`config.mk`:
```
export PLATFORM = sky130hd
export DESIGN_NAME = ascon_round_sequencer
export DESIGN_NICKNAME = d
export VERILOG_FILES = /design/src/rtl/ascon_round_sequencer.sv
export SDC_FILE = /design/constraint.sdc
export NUM_CORES = 1
export LEC_CHECK = 0
export CELL_PAD_IN_SITES_DETAIL_PLACEMENT = 1
export CELL_PAD_IN_SITES_GLOBAL_PLACEMENT = 2
export CORE_AREA = 2 2 54 56
export DETAILED_ROUTE_END_ITERATION = 7
export DIE_AREA = 0 0 56 58
export PLACE_DENSITY_LB_ADDON = 0.1
export SYNTH_ARGS = -nofsm -noshare
export SYNTH_HDL_FRONTEND = slang
export SYNTH_SLANG_ARGS = --single-unit
export TNS_END_PERCENT = 100
```
`constraint.sdc`:
```
create_clock -name clock_i -period 1.6 [get_ports clock_i]
set_clock_uncertainty 0.1 [all_clocks]
set_input_delay 0.32 -clock clock_i [delete_from_list [all_inputs] [get_ports clock_i]]
set_output_delay 0.32 -clock clock_i [all_outputs]
set_load 0.01 [all_outputs]
```
`src/rtl/ascon_round_sequencer.sv`:
```
// Control FSM sequencing one ASCON AEAD run: init, associated data, text, finalization.
// Optional AD phase compiled in only when ASCON_SEQ_AD_EN is defined.
module ascon_round_sequencer #(
  parameter int unsigned PA_LAST = 11
) (
  input  logic       clock_i,
  input  logic       resetb_i,
  input  logic       start_i,
  input  logic [3:0] counter_i,
  input  logic       block_valid_i,
  input  logic       block_last_i,
  output logic       block_ready_o,
  output logic       cnt_enable_o,
  output logic       cnt_init_a_o,
  output logic       cnt_init_b_o,
  output logic       round_en_o,
  output logic       absorb_o,
  output logic       key_xor_begin_o,
  output logic       key_xor_end_o,
  output logic       domain_sep_o,
  output logic       done_o,
  output logic [2:0] phase_o
);

  localparam logic [3:0] LAST_CNT = 4'(PA_LAST);

  typedef enum logic [3:0] {
    S_IDLE,
    S_INIT_CONF,
    S_INIT_PERM,
    S_INIT_END,
`ifdef ASCON_SEQ_AD_EN
    S_AD_WAIT,
    S_AD_CONF,
    S_AD_PERM,
`endif
    S_DOM_SEP,
    S_TEXT_WAIT,
    S_TEXT_CONF,
    S_TEXT_PERM,
    S_FIN_CONF,
    S_FIN_PERM,
    S_FIN_END
  } state_t;

  typedef enum logic [2:0] {
    PH_IDLE  = 3'd0,
    PH_INIT  = 3'd1,
    PH_AD    = 3'd2,
    PH_TEXT  = 3'd3,
    PH_FINAL = 3'd4
  } phase_t;

  state_t state_q, state_d;
  phase_t phase;

  // NOTE: state register uses non-blocking assignment; the async reset is in the sensitivity list.
  always_ff @(posedge clock_i or negedge resetb_i) begin
    if (!resetb_i) state_q <= S_IDLE;
    else           state_q <= state_d;
  end

  // NOTE: every output and state_d gets a default first, so no path through the case infers a latch.
  always_comb begin
    state_d         = state_q;
    block_ready_o   = 1'b0;
    cnt_enable_o    = 1'b0;
    cnt_init_a_o    = 1'b0;
    cnt_init_b_o    = 1'b0;
    round_en_o      = 1'b0;
    key_xor_begin_o = 1'b0;
    key_xor_end_o   = 1'b0;
    domain_sep_o    = 1'b0;
    done_o          = 1'b0;
    phase           = PH_IDLE;

    case (state_q)
      S_IDLE: begin
        if (start_i) state_d = S_INIT_CONF;
      end

      S_INIT_CONF: begin
        phase        = PH_INIT;
        cnt_enable_o = 1'b1;
        cnt_init_a_o = 1'b1;
        state_d      = S_INIT_PERM;
      end

      // p^a loads 14, so the first two cycles (14, 15) are idle rounds.
      S_INIT_PERM: begin
        phase        = PH_INIT;
        cnt_enable_o = 1'b1;
        round_en_o   = (counter_i <= LAST_CNT);
        if (counter_i == LAST_CNT) state_d = S_INIT_END;
      end

      S_INIT_END: begin
        phase         = PH_INIT;
        key_xor_end_o = 1'b1;
`ifdef ASCON_SEQ_AD_EN
        state_d       = S_AD_WAIT;
`else
        state_d       = S_DOM_SEP;
`endif
      end

`ifdef ASCON_SEQ_AD_EN
      S_AD_WAIT: begin
        phase         = PH_AD;
        block_ready_o = 1'b1;
        if (block_valid_i) state_d = block_last_i ? S_DOM_SEP : S_AD_CONF;
      end

      S_AD_CONF: begin
        phase        = PH_AD;
        cnt_enable_o = 1'b1;
        cnt_init_b_o = 1'b1;
        state_d      = S_AD_PERM;
      end

      S_AD_PERM: begin
        phase        = PH_AD;
        cnt_enable_o = 1'b1;
        round_en_o   = 1'b1;
        if (counter_i == LAST_CNT) state_d = S_AD_WAIT;
      end
`endif

      // Domain separation opens the text phase, so it reports the text phase code.
      S_DOM_SEP: begin
        phase        = PH_TEXT;
        domain_sep_o = 1'b1;
        state_d      = S_TEXT_WAIT;
      end

      S_TEXT_WAIT: begin
        phase         = PH_TEXT;
        block_ready_o = 1'b1;
        if (block_valid_i) state_d = block_last_i ? S_FIN_CONF : S_TEXT_CONF;
      end

      S_TEXT_CONF: begin
        phase        = PH_TEXT;
        cnt_enable_o = 1'b1;
        cnt_init_b_o = 1'b1;
        state_d      = S_TEXT_PERM;
      end

      S_TEXT_PERM: begin
        phase        = PH_TEXT;
        cnt_enable_o = 1'b1;
        round_en_o   = 1'b1;
        if (counter_i == LAST_CNT) state_d = S_TEXT_WAIT;
      end

      S_FIN_CONF: begin
        phase           = PH_FINAL;
        cnt_enable_o    = 1'b1;
        cnt_init_a_o    = 1'b1;
        key_xor_begin_o = 1'b1;
        state_d         = S_FIN_PERM;
      end

      S_FIN_PERM: begin
        phase        = PH_FINAL;
        cnt_enable_o = 1'b1;
        round_en_o   = (counter_i <= LAST_CNT);
        if (counter_i == LAST_CNT) state_d = S_FIN_END;
      end

      S_FIN_END: begin
        phase         = PH_FINAL;
        key_xor_end_o = 1'b1;
        done_o        = 1'b1;
        state_d       = S_IDLE;
      end

      default: state_d = S_IDLE;
    endcase
  end

  assign absorb_o = block_valid_i & block_ready_o;
  assign phase_o  = phase;

endmodule

```
==> impl_metrics.ini, run 1 <==
[status]
run_status = finished with violations
violations = negative setup slack

[clock_tree]
clk_pin_slew_ns = 0.04
htreeDepth = 1
clk_latency_ns = 0.24
cts.sinks = 4
cts_tree = yes
cts_buffer_depth = 2
cts_inserted_buffers = 3
root_buffer = clkbuf_4

[final_layout]
multi_input_area_um2 = 427
fillCellCount = 320
insertedDiodeCount = 0
nets = 113
final_cell_area_um2 = 1010
area.sequential_um2 = 104
syn_to_final_growth_pct = 146
max_flop_register = state_q
reg.largest.list = state_q: 4 flops
final_cells = 133
drive_gt1_share_pct = 64.7
largest_reg_flops = 4

[critical_path]
slowest_delay_ns = 0.43
crit_type = reg2out
critPathLaunchType = register
worstPathMaxFanout = 6
path_buf_inv = 2
crit_slowest_cell = dfrtp_2
cp_top_family = flip-flops
cp_cell_sequence = buf_6, a21oi_4, mux2i_1, o21ai_1, buf_2
cp_data_arrival_time_ns = 1.27
cp.required_ns = 1.18
cp-end-kind = primary output

[timing]
worst_slack_ns = -0.0901
rsz0062_at_grt = yes
fmax_ghz = 0.592
worst_slew_pin_slew_ns = 0.248
fin_tns_setup_ns = -0.514
hold_violations = 0
max-slew-margin-rel_pct = 83.4
hold_ws_ns = 0.189
setup_viol = 9
period_needed_ns = 1.69
fin_crit_sh_pct = 106
drv_slew = 0

[floorplan]
die-area_um2 = 3250
coreArea_um2 = 2660
ios = 22
std_cell_rows = 19
fp.dieH_um = 58
die_w_um = 56
start_util_pct = 15.4

[grt]
antenna_found_initial = 0
gr-usage-all-layers_pct = 12.0
grt_max_degree = 11
grt_pass1_wl_um = 3000
first_global_vias = 625
grt.overflow.total = 0

[placement]
gp_congestion = 0.694
portBuffers = 21
post-place-cells = 121
hpwl_um = 1280
place_area_um2 = 767

[detailed_routing]
drc = 0
drt_iter0_markers = 2
post_drt_wl_per_cell_um = 13.6
first_pass_iters = 2
vias_per_cell = 4.62
postRouteAntennaNets = 0
wl_um = 1810
via_count = 615

[yosys]
synth_ff_type = dfrtp_1
synth.distinct_cells = 28
synthArstFlopShare_pct = 100
synth_warnings = 0
ys_seq_elements = 4
synth_cells = 58
synth_nets = 67
synth_edf_count = 0
synthesis.area_um2 = 410
syn_area_per_cell_um2 = 7.08
yosysSeqAreaShare_pct = 24.4

[job]
cap_violations = 0

[power_and_ir_drop]
peakVddDrop_mv = 0.756
p_per_area_nw_per_um2 = 2200
p_leak_uw = 0.000453

[hold_path]
hold_class = in2async
[metrics by stage]
| stage | util (%) | total power [µW] | setup slack [ns] |
|---|---|---|---|
| 6_report | 37.9 | 2210 | -0.0901 |
| 5_1_grt | 37.9 | 2400 | -0.170 |
| 4_1_cts | 35.3 | 2070 | -0.102 |
| 3_5_place_dp | 28.8 | 1520 | -0.581 |
| 3_3_place_gp | 28.8 | 1520 | -0.537 |
| 2_1_floorplan | - | 817 | 0.0661 |
[report_power, final]
part	internal, µW	switching (µW)	leakage (µW)	total, µW
Combinational	1030	818	0.000394	1850
Sequential	160	76.4	0.0000456	236
Clock	84.3	47.4	0.0000138	132
Total	1270	942	0.000453	2210
[cells by family (layout without fill, tap and decap cells)]
kind of cell,count (synthesis),in the layout,synth area share [%]
simple gates,29,29,37.8
mux,1,1,2.44
xor+xnor,1,1,2.13
compound gates,17,17,27.1
flops,4,4,24.4
buf+inv,6,50,6.10
[worst paths after layout]
check | depth (start not counted) | from | slack [ns] | endpoint
max | 5 | state_q[2]$_DFFE_PN0P_ | -0.09 | round_en_o
min | 1 | resetb_i | 0.19 | state_q[0]$_DFFE_PN0P_
max reg2reg | 5 | state_q[0]$_DFFE_PN0P_ | -0.06 | state_q[0]$_DFFE_PN0P_
min reg2reg | 1 | state_q[3]$_DFFE_PN0P_ | 0.41 | state_q[2]$_DFFE_PN0P_
max in group asynchronous | 1 | resetb_i | 1.01 | state_q[3]$_DFFE_PN0P_
min in group clock_i | 1 | state_q[3]$_DFFE_PN0P_ | 0.41 | state_q[2]$_DFFE_PN0P_
[synth_stat cells (all sizes together), types with 2 or more instances]
cell type	count	area (µm²)
a211oi	2	20.0
a21oi	6	30.0
buf	3	13.8
dfrtp	4	100
inv	2	7.51
nand2	4	15.0
nand2b	3	18.8
nand3	2	10.0
nor2	6	22.5
nor2b	3	18.8
nor3	4	20.0
o21ai	3	15.0
o32ai	2	17.5
or3	2	12.5
[area by class of cell]
class / count / share of cell area [%]
clock buffer: 3 / 2.23
inverter: 2 / 1.24
multi-input combinational: 48 / 42.3
sequential: 4 / 10.3
tap: 31 / 3.85
timing repair buffer: 45 / 40.1
[what timing repair did]
action | in CTS | in global routing
buffers inserted | 10 | 1
cloned | 0 | 0
gates resized for setup | 88 | 16
endpoints found under the setup margin | 16 | 16
pin swaps | 8 | 3
hold buffers | 0 | 0
[metal layers]
metal  up-vias  share of wire [%]  track usage (%)
met2        18                 49             19.3
met4         0                2.1             7.14
met1       296                 44             15.4
met3         5                4.2             1.56
li1        296                  -                -
met5         -                  0                0
[cells in the final DEF, fill, tap and decap left out, drive strengths merged]
cell type / netlist / routed
buf: 3 / 37
clkdlybuf4s50: 0 / 7
nor2: 6 / 6
a21oi: 6 / 6
nor3: 4 / 4
nand2: 4 / 4
dfrtp: 4 / 4
nand2b: 3 / 3
clkbuf: 1 / 3
nor2b: 3 / 3
o21ai: 3 / 3
inv: 2 / 2
nand3: 2 / 2
o32ai: 2 / 2
or3: 2 / 2
a211oi: 2 / 2
and2: 1 / 1
mux2i: 1 / 1
xnor2: 1 / 1
nor3b: 1 / 1
and3: 1 / 1
a31oi: 1 / 1
a22oi: 1 / 1
and4b: 1 / 1
nand3b: 1 / 1
o21bai: 1 / 1
a21o: 1 / 1
dlymetal6s2s: 0 / 1
[worst reg2reg max path: cells and delay by family (launching register included)]
kind | cells | cell delay, ns
flip-flops | 1 | 0.41
AND/OR/NAND/NOR | 1 | 0.39
AO/OA/AOI/OAI | 3 | 0.50
buffers and inverters | 1 | 0.14
No activity file was read; power rests on OpenSTA's default activity.
==> run 2: changes to the inputs <==
--- a/config.mk
+++ b/config.mk
@@ -7,9 +7,9 @@
 export LEC_CHECK = 0
 export CELL_PAD_IN_SITES_DETAIL_PLACEMENT = 1
 export CELL_PAD_IN_SITES_GLOBAL_PLACEMENT = 2
-export CORE_AREA = 2 2 54 56
+export CORE_AREA = 10 10 62 64
 export DETAILED_ROUTE_END_ITERATION = 7
-export DIE_AREA = 0 0 56 58
+export DIE_AREA = 0 0 72 74
 export PLACE_DENSITY_LB_ADDON = 0.1
 export SYNTH_ARGS = -nofsm -noshare
 export SYNTH_HDL_FRONTEND = slang
==> run 2 against run 1 <==
Net effect:
- the run still ends with negative setup slack left
- count of clock-buffer cells in the layout is the same
- setup slack better by 0.013 ns
- die area is 64% higher
- fmax rose by 0.77%
- sequential power is 12% higher
- non-clock buffer count up 10
- total power rose by 7.9%
- highest routed layer unchanged
==> impl_metrics.ini, run 2 (synthesis results as in run 1) <==
[clock_tree]
cts_tree = yes
cts.sinks = 4
clk_latency_ns = 0.23
hold_buffers = 0
htreeDepth = 1
root_buffer = clkbuf_4
clk_pin_slew_ns = 0.03
cts_inserted_buffers = 3
cts_buffer_depth = 2

[placement]
gp_congestion = 0.642
preCtsSetupSlack_ns = -0.560
hpwl_um = 1510
portBuffers = 21

[timing]
rsz0062_at_grt = yes
fin_crit_sh_pct = 105
worst_slack_ns = -0.0773
fmax_ghz = 0.596
max-slew-margin-rel_pct = 82.6
worst_slew_pin_slew_ns = 0.260
setup_viol = 10
hold_violations = 0
period_needed_ns = 1.68
drv_slew = 0

[final_layout]
max_flop_register = state_q
syn_to_final_growth_pct = 166
nets = 123
insertedDiodeCount = 0
drive_gt1_share_pct = 68.8
area.sequential_um2 = 105
final_cell_mix = buf_4, buf_6, buf_2, clkdlybuf4s50_1
reg.largest.list = state_q: 4 flops
final_common_cell = buf_4
fillCellCount = 314
multi_input_area_um2 = 433
largest_reg_flops = 4

[critical_path]
cp_data_arrival_time_ns = 1.69
cp-end-kind = register
reg2regPathDepth = 5
cp.required_ns = 1.61
critPathLaunchType = register
worstPathMaxFanout = 5
crit_type = reg2reg

[floorplan]
die-area_um2 = 5330
start_util_pct = 15.4
coreArea_um2 = 2660
ios = 22
std_cell_rows = 19
fp.dieH_um = 74
die_w_um = 72

[power_and_ir_drop]
power.switching_uw = 979
intPower_uw = 1410
total_power_uw = 2390
p_per_area_nw_per_um2 = 2190
pwr-share-clk_pct = 4.9
comb_power_share_pct = 84.0
seqPwrFrac_pct = 11.1
p_sw_share_pct = 41.0
p_leak_uw = 0.000502
peakVddDrop_mv = 0.934

[hold_path]
hold_class = in2async

[detailed_routing]
drt_iter0_markers = 12
post_drt_wl_per_cell_um = 13.4
first_pass_iters = 3
vias_per_cell = 4.42
wl_um = 1920
drc = 0
via_count = 632
postRouteAntennaNets = 0

[grt]
grt_pass1_wl_um = 3270
grt_max_degree = 9
first_global_vias = 671
grt.overflow.total = 0
gr-usage-all-layers_pct = 7.45
antenna_found_initial = 0

[status]
violations = negative setup slack
run_status = finished with violations

[job]
cap_violations = 0
==> run 2: cell count changes in the layout (fill, tap and decap cells not counted), sizes merged <==
| cell | change |
|---|---|
| buf | +10 |
==> run 2: timing repair <==
| action | CTS | global route |
|---|---|---|
| setup endpoints to repair | 16 | 16 |
| resized for setup | 99 | 12 |
| pin swaps | 3 | 2 |
| buffers inserted | 10 | 1 |
==> run 2: path summary, 6_finish.rpt <==
kind / startpoint / end / slack, ns
setup / recovery: state_q[2]$_DFFE_PN0P_ / state_q[0]$_DFFE_PN0P_ / -0.08
hold / removal: resetb_i / state_q[2]$_DFFE_PN0P_ / 0.20
setup reg to reg: state_q[2]$_DFFE_PN0P_ / state_q[0]$_DFFE_PN0P_ / -0.08
hold reg to reg: state_q[3]$_DFFE_PN0P_ / state_q[2]$_DFFE_PN0P_ / 0.57
max in group asynchronous: resetb_i / state_q[0]$_DFFE_PN0P_ / 1.02
min in group clock_i: state_q[3]$_DFFE_PN0P_ / state_q[2]$_DFFE_PN0P_ / 0.57
==> run 2: power by group through the flow <==
| stage | Clock [µW] | Combinational (µW) | Sequential (µW) |
|---|---|---|---|
| 2_1_floorplan | 0 | 608 | 209 |
| 3_3_place_gp | 0 | 1400 | 246 |
| 3_5_place_dp | 0 | 1410 | 242 |
| 4_1_cts | 125 | 1910 | 262 |
| 5_1_grt | 132 | 2190 | 277 |
| 6_report | 117 | 2010 | 265 |
==> run 2: final cells by class <==
type                            count  area share, %
Sequential cell                     4           9.62
Multi-Input combinational cell     48           39.6
Tap cell                           31           3.55
Inverter                            2           1.15
Timing Repair Buffer               55           44.0
Clock buffer                        3           2.06
==> run 2: through the flow <==
| stage | utilization, % | instance area [µm²] | TNS [ns] | cells | hold slack, ns |
|---|---|---|---|---|---|
| after floorplan | - | 410 | 0 | 58 | -0.0756 |
| after global placement | 30.9 | 822 | -4.26 | 130 | 0.437 |
| after detailed placement | 30.9 | 822 | -4.10 | 130 | 0.438 |
| after global routing | 41.0 | 1090 | -1.53 | 143 | 0.189 |
| final | 41.0 | 1090 | -0.502 | 143 | 0.196 |
| after CTS | 38.8 | 1030 | -0.648 | 142 | 0.193 |
==> run 2: metal layers <==
metal  track usage (%)  wire length (µm)
met1              8.87               840
met2              12.5               975
met3              1.33                96
met4              3.87                 8
met5                 0                 0
==> run 2: critical path: stages (launching register included) <==
cell	delay, ns
dfrtp_2	0.45
buf_6	0.14
or3_4	0.37
a211oi_4	0.27
a21oi_1	0.07
a21o_1	0.16
==> run 3: changes to the inputs <==
--- a/config.mk
+++ b/config.mk
@@ -7,9 +7,10 @@
 export LEC_CHECK = 0
 export CELL_PAD_IN_SITES_DETAIL_PLACEMENT = 1
 export CELL_PAD_IN_SITES_GLOBAL_PLACEMENT = 2
-export CORE_AREA = 10 10 62 64
+export CORE_AREA = 2 2 54 56
+export CTS_CLUSTER_DIAMETER = 30
 export DETAILED_ROUTE_END_ITERATION = 7
-export DIE_AREA = 0 0 72 74
+export DIE_AREA = 0 0 56 58
 export PLACE_DENSITY_LB_ADDON = 0.1
 export SYNTH_ARGS = -nofsm -noshare
 export SYNTH_HDL_FRONTEND = slang
==> results of run 3 <==
No change in the layout: final DEF, timing and power equal those of run 1.
